$ cat config.mk
export PLATFORM = sky130hd
export DESIGN_NAME = control_unit_flat
export DESIGN_NICKNAME = d
export VERILOG_FILES = /design/src/rtl/cpu_pkg.sv /design/src/rtl/control_unit_if.sv /design/src/rtl/control_decode.sv /design/src/rtl/control_unit.sv /design/src/flat_wrapper.sv
export SDC_FILE = /design/constraint.sdc
export NUM_CORES = 1
export LEC_CHECK = 0
export ABC_AREA = 1
export CORE_UTILIZATION = 31
export DETAILED_ROUTE_END_ITERATION = 12
export GPL_ROUTABILITY_DRIVEN = 0
export PLACE_DENSITY_LB_ADDON = 0.08
export SETUP_SLACK_MARGIN = 0.5
export SLEW_MARGIN = 10
export SYNTH_ARGS = -nofsm -noshare
export SYNTH_HDL_FRONTEND = slang
export SYNTH_SLANG_ARGS = --single-unit
$ cat constraint.sdc
create_clock -name Clock -period 1.9 [get_ports Clock]
set_input_delay 0.38 -clock Clock [delete_from_list [all_inputs] [get_ports Clock]]
set_output_delay 0.38 -clock Clock [all_outputs]
set_load 0.02 [all_outputs]
$ cat src/rtl/cpu_pkg.sv
// Shared definitions for the control unit: opcode constants, FSM states,
// instruction classes and the control-word struct.
// Optional feature macro: CU_BRANCH_EN (when undefined, BR executes as a NOP).
package cpu_pkg;

  localparam logic [4:0] OpLd   = 5'b00000;
  localparam logic [4:0] OpLdi  = 5'b00001;
  localparam logic [4:0] OpSt   = 5'b00010;
  localparam logic [4:0] OpAdd  = 5'b00011;
  localparam logic [4:0] OpSub  = 5'b00100;
  localparam logic [4:0] OpAnd  = 5'b00101;
  localparam logic [4:0] OpOr   = 5'b00110;
  localparam logic [4:0] OpAddi = 5'b01100;
  localparam logic [4:0] OpBr   = 5'b10010;
  localparam logic [4:0] OpNop  = 5'b11010;
  localparam logic [4:0] OpHalt = 5'b11011;

  typedef enum logic [3:0] {
    StRst, StT0, StT1, StT2, StT3, StT4, StT5, StT6, StT7, StHlt
  } state_e;

  typedef enum logic [2:0] {
    ClsNop, ClsAlu, ClsAddi, ClsLdi, ClsLd, ClsSt, ClsBr, ClsHalt
  } op_class_e;

  typedef struct packed {
    logic [4:0] opcode;
    logic       gra, grb, grc, rin, rout, baout;
    logic       pcin, irin, marin, mdrin, yin, zin, conin, hiin, loin;
    logic       pcout, mdrout, zlowout, zhighout, cout, hiout, loout;
    logic       read, write, incpc, run;
  } ctrl_t;

  // Undefined opcodes collapse to NOP so they fall straight back to fetch.
  function automatic op_class_e op_class(input logic [4:0] op);
    op_class_e cls;
    case (op)
      OpLd:                      cls = ClsLd;
      OpLdi:                     cls = ClsLdi;
      OpSt:                      cls = ClsSt;
      OpAdd, OpSub, OpAnd, OpOr: cls = ClsAlu;
      OpAddi:                    cls = ClsAddi;
      OpBr: begin
`ifdef CU_BRANCH_EN
        cls = ClsBr;
`else
        cls = ClsNop;
`endif
      end
      OpHalt:                    cls = ClsHalt;
      default:                   cls = ClsNop;
    endcase
    return cls;
  endfunction

endpackage

$ cat src/rtl/control_unit_if.sv
// Control-unit <-> datapath bundle: IR/CON flow in, control strobes flow out.
interface control_unit_if;
  logic [31:0] IR;
  logic        CON;
  logic [4:0]  opcode;
  logic Gra, Grb, Grc, Rin, Rout, BAout;
  logic PCin, IRin, MARin, MDRin, Yin, Zin, CONin, HIin, LOin;
  logic PCout, MDRout, Zlowout, Zhighout, Cout, HIout, LOout;
  logic Read, Write, IncPC, Run;

  modport master (
    input  IR, CON,
    output opcode, Gra, Grb, Grc, Rin, Rout, BAout,
           PCin, IRin, MARin, MDRin, Yin, Zin, CONin, HIin, LOin,
           PCout, MDRout, Zlowout, Zhighout, Cout, HIout, LOout,
           Read, Write, IncPC, Run
  );

  modport slave (
    output IR, CON,
    input  opcode, Gra, Grb, Grc, Rin, Rout, BAout,
           PCin, IRin, MARin, MDRin, Yin, Zin, CONin, HIin, LOin,
           PCout, MDRout, Zlowout, Zhighout, Cout, HIout, LOout,
           Read, Write, IncPC, Run
  );
endinterface

$ cat src/rtl/control_decode.sv
// Combinational control-word decode from FSM state, instruction class and CON.
// Branch behaviour depends on CU_BRANCH_EN through the instruction class.
module control_decode
  import cpu_pkg::*;
(
  input  state_e     state_i,
  input  op_class_e  cls_i,
  input  logic [4:0] ir_op_i,
  input  logic       con_i,
  output ctrl_t      ctrl_o
);

  // Moore decode: anything not set for a state stays at zero.
  always_comb begin
    ctrl_o     = '0;
    ctrl_o.run = 1'b1;
    case (state_i)
      StT0: begin
        ctrl_o.pcout = 1'b1; ctrl_o.marin = 1'b1; ctrl_o.incpc = 1'b1; ctrl_o.zin = 1'b1;
      end
      StT1: begin
        ctrl_o.zlowout = 1'b1; ctrl_o.pcin = 1'b1; ctrl_o.read = 1'b1; ctrl_o.mdrin = 1'b1;
      end
      StT2: begin
        ctrl_o.mdrout = 1'b1; ctrl_o.irin = 1'b1;
      end
      StT3: begin
        case (cls_i)
          ClsAlu, ClsAddi: begin
            ctrl_o.grb = 1'b1; ctrl_o.rout = 1'b1; ctrl_o.yin = 1'b1;
          end
          ClsLdi, ClsLd, ClsSt: begin
            ctrl_o.grb = 1'b1; ctrl_o.baout = 1'b1; ctrl_o.yin = 1'b1;
          end
          ClsBr: begin
            ctrl_o.gra = 1'b1; ctrl_o.rout = 1'b1; ctrl_o.conin = 1'b1;
          end
          default: ;
        endcase
      end
      StT4: begin
        case (cls_i)
          ClsAlu: begin
            ctrl_o.grc = 1'b1; ctrl_o.rout = 1'b1; ctrl_o.zin = 1'b1; ctrl_o.opcode = ir_op_i;
          end
          // Immediate and effective-address forms all add C to Y.
          ClsAddi, ClsLdi, ClsLd, ClsSt: begin
            ctrl_o.cout = 1'b1; ctrl_o.zin = 1'b1; ctrl_o.opcode = OpAdd;
          end
          ClsBr: begin
            ctrl_o.pcout = 1'b1; ctrl_o.yin = 1'b1;
          end
          default: ;
        endcase
      end
      StT5: begin
        case (cls_i)
          ClsAlu, ClsAddi, ClsLdi: begin
            ctrl_o.zlowout = 1'b1; ctrl_o.gra = 1'b1; ctrl_o.rin = 1'b1;
          end
          ClsLd, ClsSt: begin
            ctrl_o.zlowout = 1'b1; ctrl_o.marin = 1'b1;
          end
          ClsBr: begin
            ctrl_o.cout = 1'b1; ctrl_o.zin = 1'b1; ctrl_o.opcode = OpAdd;
          end
          default: ;
        endcase
      end
      StT6: begin
        case (cls_i)
          ClsLd: begin
            ctrl_o.read = 1'b1; ctrl_o.mdrin = 1'b1;
          end
          ClsSt: begin
            ctrl_o.gra = 1'b1; ctrl_o.rout = 1'b1; ctrl_o.mdrin = 1'b1;
          end
          // Branch target only lands in PC when the condition holds.
          ClsBr: begin
            ctrl_o.zlowout = con_i; ctrl_o.pcin = con_i;
          end
          default: ;
        endcase
      end
      StT7: begin
        case (cls_i)
          ClsLd: begin
            ctrl_o.mdrout = 1'b1; ctrl_o.gra = 1'b1; ctrl_o.rin = 1'b1;
          end
          ClsSt: ctrl_o.write = 1'b1;
          default: ;
        endcase
      end
      StHlt:   ctrl_o.run = 1'b0;
      default: ;
    endcase
  end

endmodule

$ cat src/rtl/control_unit.sv
// Hardwired control unit: state register and next-state sequencing; output
// decode lives in control_decode. Feature macro: CU_BRANCH_EN.
module control_unit (
  input logic             Clock,
  input logic             clear,
  control_unit_if.master  cu_bus
);
  import cpu_pkg::*;

  state_e    state_q, state_d;
  op_class_e cls;
  ctrl_t     ctrl;
  logic      unused_ir;

  assign cls       = op_class(cu_bus.IR[31:27]);
  assign unused_ir = ^cu_bus.IR[26:0];

  // Next state: fetch T0-T2, then the instruction class picks the path length.
  always_comb begin
    state_d = state_q;
    case (state_q)
      StRst: state_d = StT0;
      StT0:  state_d = StT1;
      StT1:  state_d = StT2;
      StT2: begin
        case (cls)
          ClsNop:  state_d = StT0;
          ClsHalt: state_d = StHlt;
          default: state_d = StT3;
        endcase
      end
      StT3:  state_d = StT4;
      StT4:  state_d = StT5;
      StT5:  state_d = (cls inside {ClsLd, ClsSt, ClsBr}) ? StT6 : StT0;
      StT6:  state_d = (cls == ClsBr) ? StT0 : StT7;
      StT7:  state_d = StT0;
      StHlt: state_d = StHlt;
      default: state_d = StRst;
    endcase
  end

  // State register; clear takes effect immediately.
  always_ff @(posedge Clock or posedge clear) begin
    if (clear) state_q <= StRst;
    else       state_q <= state_d;
  end

  control_decode u_decode (
    .state_i (state_q),
    .cls_i   (cls),
    .ir_op_i (cu_bus.IR[31:27]),
    .con_i   (cu_bus.CON),
    .ctrl_o  (ctrl)
  );

  assign cu_bus.opcode   = ctrl.opcode;
  assign cu_bus.Gra      = ctrl.gra;
  assign cu_bus.Grb      = ctrl.grb;
  assign cu_bus.Grc      = ctrl.grc;
  assign cu_bus.Rin      = ctrl.rin;
  assign cu_bus.Rout     = ctrl.rout;
  assign cu_bus.BAout    = ctrl.baout;
  assign cu_bus.PCin     = ctrl.pcin;
  assign cu_bus.IRin     = ctrl.irin;
  assign cu_bus.MARin    = ctrl.marin;
  assign cu_bus.MDRin    = ctrl.mdrin;
  assign cu_bus.Yin      = ctrl.yin;
  assign cu_bus.Zin      = ctrl.zin;
  assign cu_bus.CONin    = ctrl.conin;
  assign cu_bus.HIin     = ctrl.hiin;
  assign cu_bus.LOin     = ctrl.loin;
  assign cu_bus.PCout    = ctrl.pcout;
  assign cu_bus.MDRout   = ctrl.mdrout;
  assign cu_bus.Zlowout  = ctrl.zlowout;
  assign cu_bus.Zhighout = ctrl.zhighout;
  assign cu_bus.Cout     = ctrl.cout;
  assign cu_bus.HIout    = ctrl.hiout;
  assign cu_bus.LOout    = ctrl.loout;
  assign cu_bus.Read     = ctrl.read;
  assign cu_bus.Write    = ctrl.write;
  assign cu_bus.IncPC    = ctrl.incpc;
  assign cu_bus.Run      = ctrl.run;

endmodule
$ cat src/flat_wrapper.sv
// flat-port wrapper written by rule: the top's interface ports become plain ports
module control_unit_flat import cpu_pkg::*;
  (Clock, clear, cu_bus_IR, cu_bus_CON, cu_bus_opcode, cu_bus_Gra, cu_bus_Grb, cu_bus_Grc, cu_bus_Rin, cu_bus_Rout, cu_bus_BAout, cu_bus_PCin, cu_bus_IRin, cu_bus_MARin, cu_bus_MDRin, cu_bus_Yin, cu_bus_Zin, cu_bus_CONin, cu_bus_HIin, cu_bus_LOin, cu_bus_PCout, cu_bus_MDRout, cu_bus_Zlowout, cu_bus_Zhighout, cu_bus_Cout, cu_bus_HIout, cu_bus_LOout, cu_bus_Read, cu_bus_Write, cu_bus_IncPC, cu_bus_Run);
  control_unit_if cu_bus_i ();
  input logic Clock;
  input logic clear;
  input wire logic [$bits(cu_bus_i.IR)-1:0] cu_bus_IR;
  input wire logic [$bits(cu_bus_i.CON)-1:0] cu_bus_CON;
  output wire logic [$bits(cu_bus_i.opcode)-1:0] cu_bus_opcode;
  output wire logic [$bits(cu_bus_i.Gra)-1:0] cu_bus_Gra;
  output wire logic [$bits(cu_bus_i.Grb)-1:0] cu_bus_Grb;
  output wire logic [$bits(cu_bus_i.Grc)-1:0] cu_bus_Grc;
  output wire logic [$bits(cu_bus_i.Rin)-1:0] cu_bus_Rin;
  output wire logic [$bits(cu_bus_i.Rout)-1:0] cu_bus_Rout;
  output wire logic [$bits(cu_bus_i.BAout)-1:0] cu_bus_BAout;
  output wire logic [$bits(cu_bus_i.PCin)-1:0] cu_bus_PCin;
  output wire logic [$bits(cu_bus_i.IRin)-1:0] cu_bus_IRin;
  output wire logic [$bits(cu_bus_i.MARin)-1:0] cu_bus_MARin;
  output wire logic [$bits(cu_bus_i.MDRin)-1:0] cu_bus_MDRin;
  output wire logic [$bits(cu_bus_i.Yin)-1:0] cu_bus_Yin;
  output wire logic [$bits(cu_bus_i.Zin)-1:0] cu_bus_Zin;
  output wire logic [$bits(cu_bus_i.CONin)-1:0] cu_bus_CONin;
  output wire logic [$bits(cu_bus_i.HIin)-1:0] cu_bus_HIin;
  output wire logic [$bits(cu_bus_i.LOin)-1:0] cu_bus_LOin;
  output wire logic [$bits(cu_bus_i.PCout)-1:0] cu_bus_PCout;
  output wire logic [$bits(cu_bus_i.MDRout)-1:0] cu_bus_MDRout;
  output wire logic [$bits(cu_bus_i.Zlowout)-1:0] cu_bus_Zlowout;
  output wire logic [$bits(cu_bus_i.Zhighout)-1:0] cu_bus_Zhighout;
  output wire logic [$bits(cu_bus_i.Cout)-1:0] cu_bus_Cout;
  output wire logic [$bits(cu_bus_i.HIout)-1:0] cu_bus_HIout;
  output wire logic [$bits(cu_bus_i.LOout)-1:0] cu_bus_LOout;
  output wire logic [$bits(cu_bus_i.Read)-1:0] cu_bus_Read;
  output wire logic [$bits(cu_bus_i.Write)-1:0] cu_bus_Write;
  output wire logic [$bits(cu_bus_i.IncPC)-1:0] cu_bus_IncPC;
  output wire logic [$bits(cu_bus_i.Run)-1:0] cu_bus_Run;
  assign cu_bus_i.IR = cu_bus_IR;
  assign cu_bus_i.CON = cu_bus_CON;
  assign cu_bus_opcode = cu_bus_i.opcode;
  assign cu_bus_Gra = cu_bus_i.Gra;
  assign cu_bus_Grb = cu_bus_i.Grb;
  assign cu_bus_Grc = cu_bus_i.Grc;
  assign cu_bus_Rin = cu_bus_i.Rin;
  assign cu_bus_Rout = cu_bus_i.Rout;
  assign cu_bus_BAout = cu_bus_i.BAout;
  assign cu_bus_PCin = cu_bus_i.PCin;
  assign cu_bus_IRin = cu_bus_i.IRin;
  assign cu_bus_MARin = cu_bus_i.MARin;
  assign cu_bus_MDRin = cu_bus_i.MDRin;
  assign cu_bus_Yin = cu_bus_i.Yin;
  assign cu_bus_Zin = cu_bus_i.Zin;
  assign cu_bus_CONin = cu_bus_i.CONin;
  assign cu_bus_HIin = cu_bus_i.HIin;
  assign cu_bus_LOin = cu_bus_i.LOin;
  assign cu_bus_PCout = cu_bus_i.PCout;
  assign cu_bus_MDRout = cu_bus_i.MDRout;
  assign cu_bus_Zlowout = cu_bus_i.Zlowout;
  assign cu_bus_Zhighout = cu_bus_i.Zhighout;
  assign cu_bus_Cout = cu_bus_i.Cout;
  assign cu_bus_HIout = cu_bus_i.HIout;
  assign cu_bus_LOout = cu_bus_i.LOout;
  assign cu_bus_Read = cu_bus_i.Read;
  assign cu_bus_Write = cu_bus_i.Write;
  assign cu_bus_IncPC = cu_bus_i.IncPC;
  assign cu_bus_Run = cu_bus_i.Run;
  control_unit u_core (.Clock(Clock), .clear(clear), .cu_bus(cu_bus_i));
endmodule
==> flow_metrics.tcl <==
set metrics [dict create \
    status "finished with violations" \
    violations "setup timing" \
    cts_tree "yes" \
    viasPerCell 5.043 \
    period_needed_ps 2052 \
    finalMaxSlewViolations 0 \
    row_count 17 \
    timing.rr.start "u_core.state_q[3]" \
    place_area_sq_um 1540 \
    placed_cells 208 \
    detailroute.via_count 1175 \
    antenna_found_initial 0 \
    final_area_sq_um 2024 \
    synthFlopType "dfrtp_1" \
    drt_iter0_markers 23 \
    instances_no_fill 233 \
    setup-tns-final_ps -1552 \
    ys_async_sr_fraction 1.000 \
    synth_commonest_cells "18 x inv_1, 17 x nand2_1, 16 x nor2_1" \
    wl_per_cell_um 18.32 \
    grt_usage 0.2876 \
    reg.largest.list "u_core.state_q: 4 flops" \
    fp.dieW_um 50.18 \
    critPathKind "reg2out" \
    finalSetupViolations 17 \
    yosysWarnings 0 \
    clk_latency_ps 250 \
    worstPathArrival_ps 1670 \
    largest_reg_flops 4 \
    end_kind "output pin" \
    p_leak_nw 1.020 \
    start_util 0.3284 \
    grt_pass1_wl_um 5375 \
    dieHeight_um 50.18 \
    io_pins 66 \
    diodes 0 \
    synth_cell_type_count 26 \
    dp_slack_ps -1034 \
    synth_area_per_cell_sq_um 6.202 \
    hold_viol 0 \
    drtPass1Iterations 4 \
    postRouteAntennaNets 0 \
    synthCells 116 \
    largest_register "u_core.state_q" \
    drt_wl_total_um 4269 \
    fin_worst_skew_ps 8.696 \
    root_buffer "clkbuf_4" \
    fin_crit_sh 1.080 \
    ys_seq_area_frac 0.1391 \
    cts_hold_buf 0 \
    die_area_sq_um 2518 \
    drv_cap 0 \
    synth_top_cell_area_share 0.1391 \
    coreArea_sq_um 2191 \
    grt_start_max_net_pins 7 \
    drive_gt1_frac 0.8439 \
    clockBufferDepth 2 \
    clock_sinks 4 \
    dp_hpwl_um 2052 \
    portBuffers 29 \
    cts_made_buffers 3 \
    reg2reg_to "u_core.state_q[1]" \
    htreeDepth 1 \
    reg2regPathDepth 10 \
    mappedNetlistArea_sq_um 719.4 \
    grt_pass1_vias 1151 \
    yosys.area.top_type "dfrtp_1" \
    synth_edf_count 0 \
    rrSetupSlack_ps 310 \
    vdd_drop_max_uv 934.6 \
    fmax_ghz 0.4874 \
    nNetsFinal 241 \
    ys_ff_latch 4 \
    required_ps 1520 \
    power.density_nw_per_um2 1126 \
    rsz0062_at_grt "yes" \
    path_clk_slew_ps 60 \
    worstHoldPathType "in2async" \
    whs_ps 340.7 \
    syn_to_final_growth_pct 181.4 \
    postLayoutSetupSlackWorst_ps -151.6 \
    yosysMostFrequentCell "inv_1" \
    drc 0 \
    crit_fanout 2 \
    worst_setup_path_start_kind "flop" \
    synth_area_leaders "dfrtp_1 14%, inv_1 9.4%, nand2_1 8.9%" \
    overflow 0 \
]
what timing repair did:
| action | CTS | global route |
|---|---|---|
| resized for setup | 195 | 29 |
| buffers inserted | 12 | 9 |
| pin swaps | 28 | 21 |
| setup endpoints to repair | 27 | 27 |
cell families (layout without fill, tap and decap cells):
| family | count (synthesis) | count (layout) | synth area share |
|---|---|---|---|
| other cells | 1 | 8 | 0.005212 |
| flops | 4 | 4 | 0.1391 |
| buf+inv | 34 | 116 | 0.2226 |
| simple gates | 64 | 64 | 0.5130 |
| compound gates | 13 | 13 | 0.1200 |
cells in the final DEF (no fill, tap or decap), drive strengths merged:
cell type,netlist,routed
clkdlybuf4s15,0,1
conb,1,8
buf,8,83
clkdlybuf4s50,0,1
o31ai,1,1
dfrtp,4,4
o21ai,5,5
nor3,4,4
nor2,20,20
nand3,10,10
nand4,5,5
clkinv,1,2
nand2,24,24
nor3b,1,1
clkbuf,0,5
o311ai,1,1
inv,25,24
a21oi,5,5
o2111ai,1,1
layer usage:
layer  global-route usage  share of wire
met5                    0              0
met4               0.1476          0.043
met3              0.03030          0.033
met2               0.5689           0.57
met1               0.2873           0.36
per-stage QoR:
stage                     utilization  power [W]
after floorplan                     -  0.0008876
after global placement         0.7030   0.001476
after detailed placement       0.7030   0.001487
after CTS                      0.8418   0.001883
after global routing           0.9240   0.002343
final                          0.9240   0.002279
critical path, stage by stage, from the launching register on:
cell and delay [ps]:
dfrtp_1 390, inv_2 80, nor2_4 150, buf_6 120, nand3_2 70, inv_1 100
nand4_1 240, nand3_4 160, buf_6 120
how the worst max path moves through the flow:
| stage | start | endpoint | slack [ps] |
|---|---|---|---|
| after floorplan | cu_bus_IR[29] | cu_bus_opcode[1] | 280 |
| after global placement | cu_bus_IR[27] | cu_bus_opcode[1] | -1000 |
| after CTS | cu_bus_IR[29] | cu_bus_opcode[0] | -120 |
| final | u_core.state_q[2] | cu_bus_Rout | -150 |
| after global routing | u_core.state_q[2] | cu_bus_Rout | -220 |
| after detailed placement | cu_bus_IR[27] | cu_bus_opcode[1] | -1030 |
final cells by class:
cell class                      count  area (sq um)
Inverter                           26         148.9
Multi-Input combinational cell     85         850.8
Sequential cell                     4         103.9
Timing Repair Buffer               86         859.6
Tap cell                           28         35.03
Fill cell                          79         166.4
Clock buffer                        4         26.28
report_power, final:
group	switching, W	internal, W	total [W]
Sequential	0.0000482	0.000127	0.000175
Combinational	0.00104	0.000937	0.00197
Clock	0.0000522	0.0000799	0.000132
(Power assumes the default switching activity.)
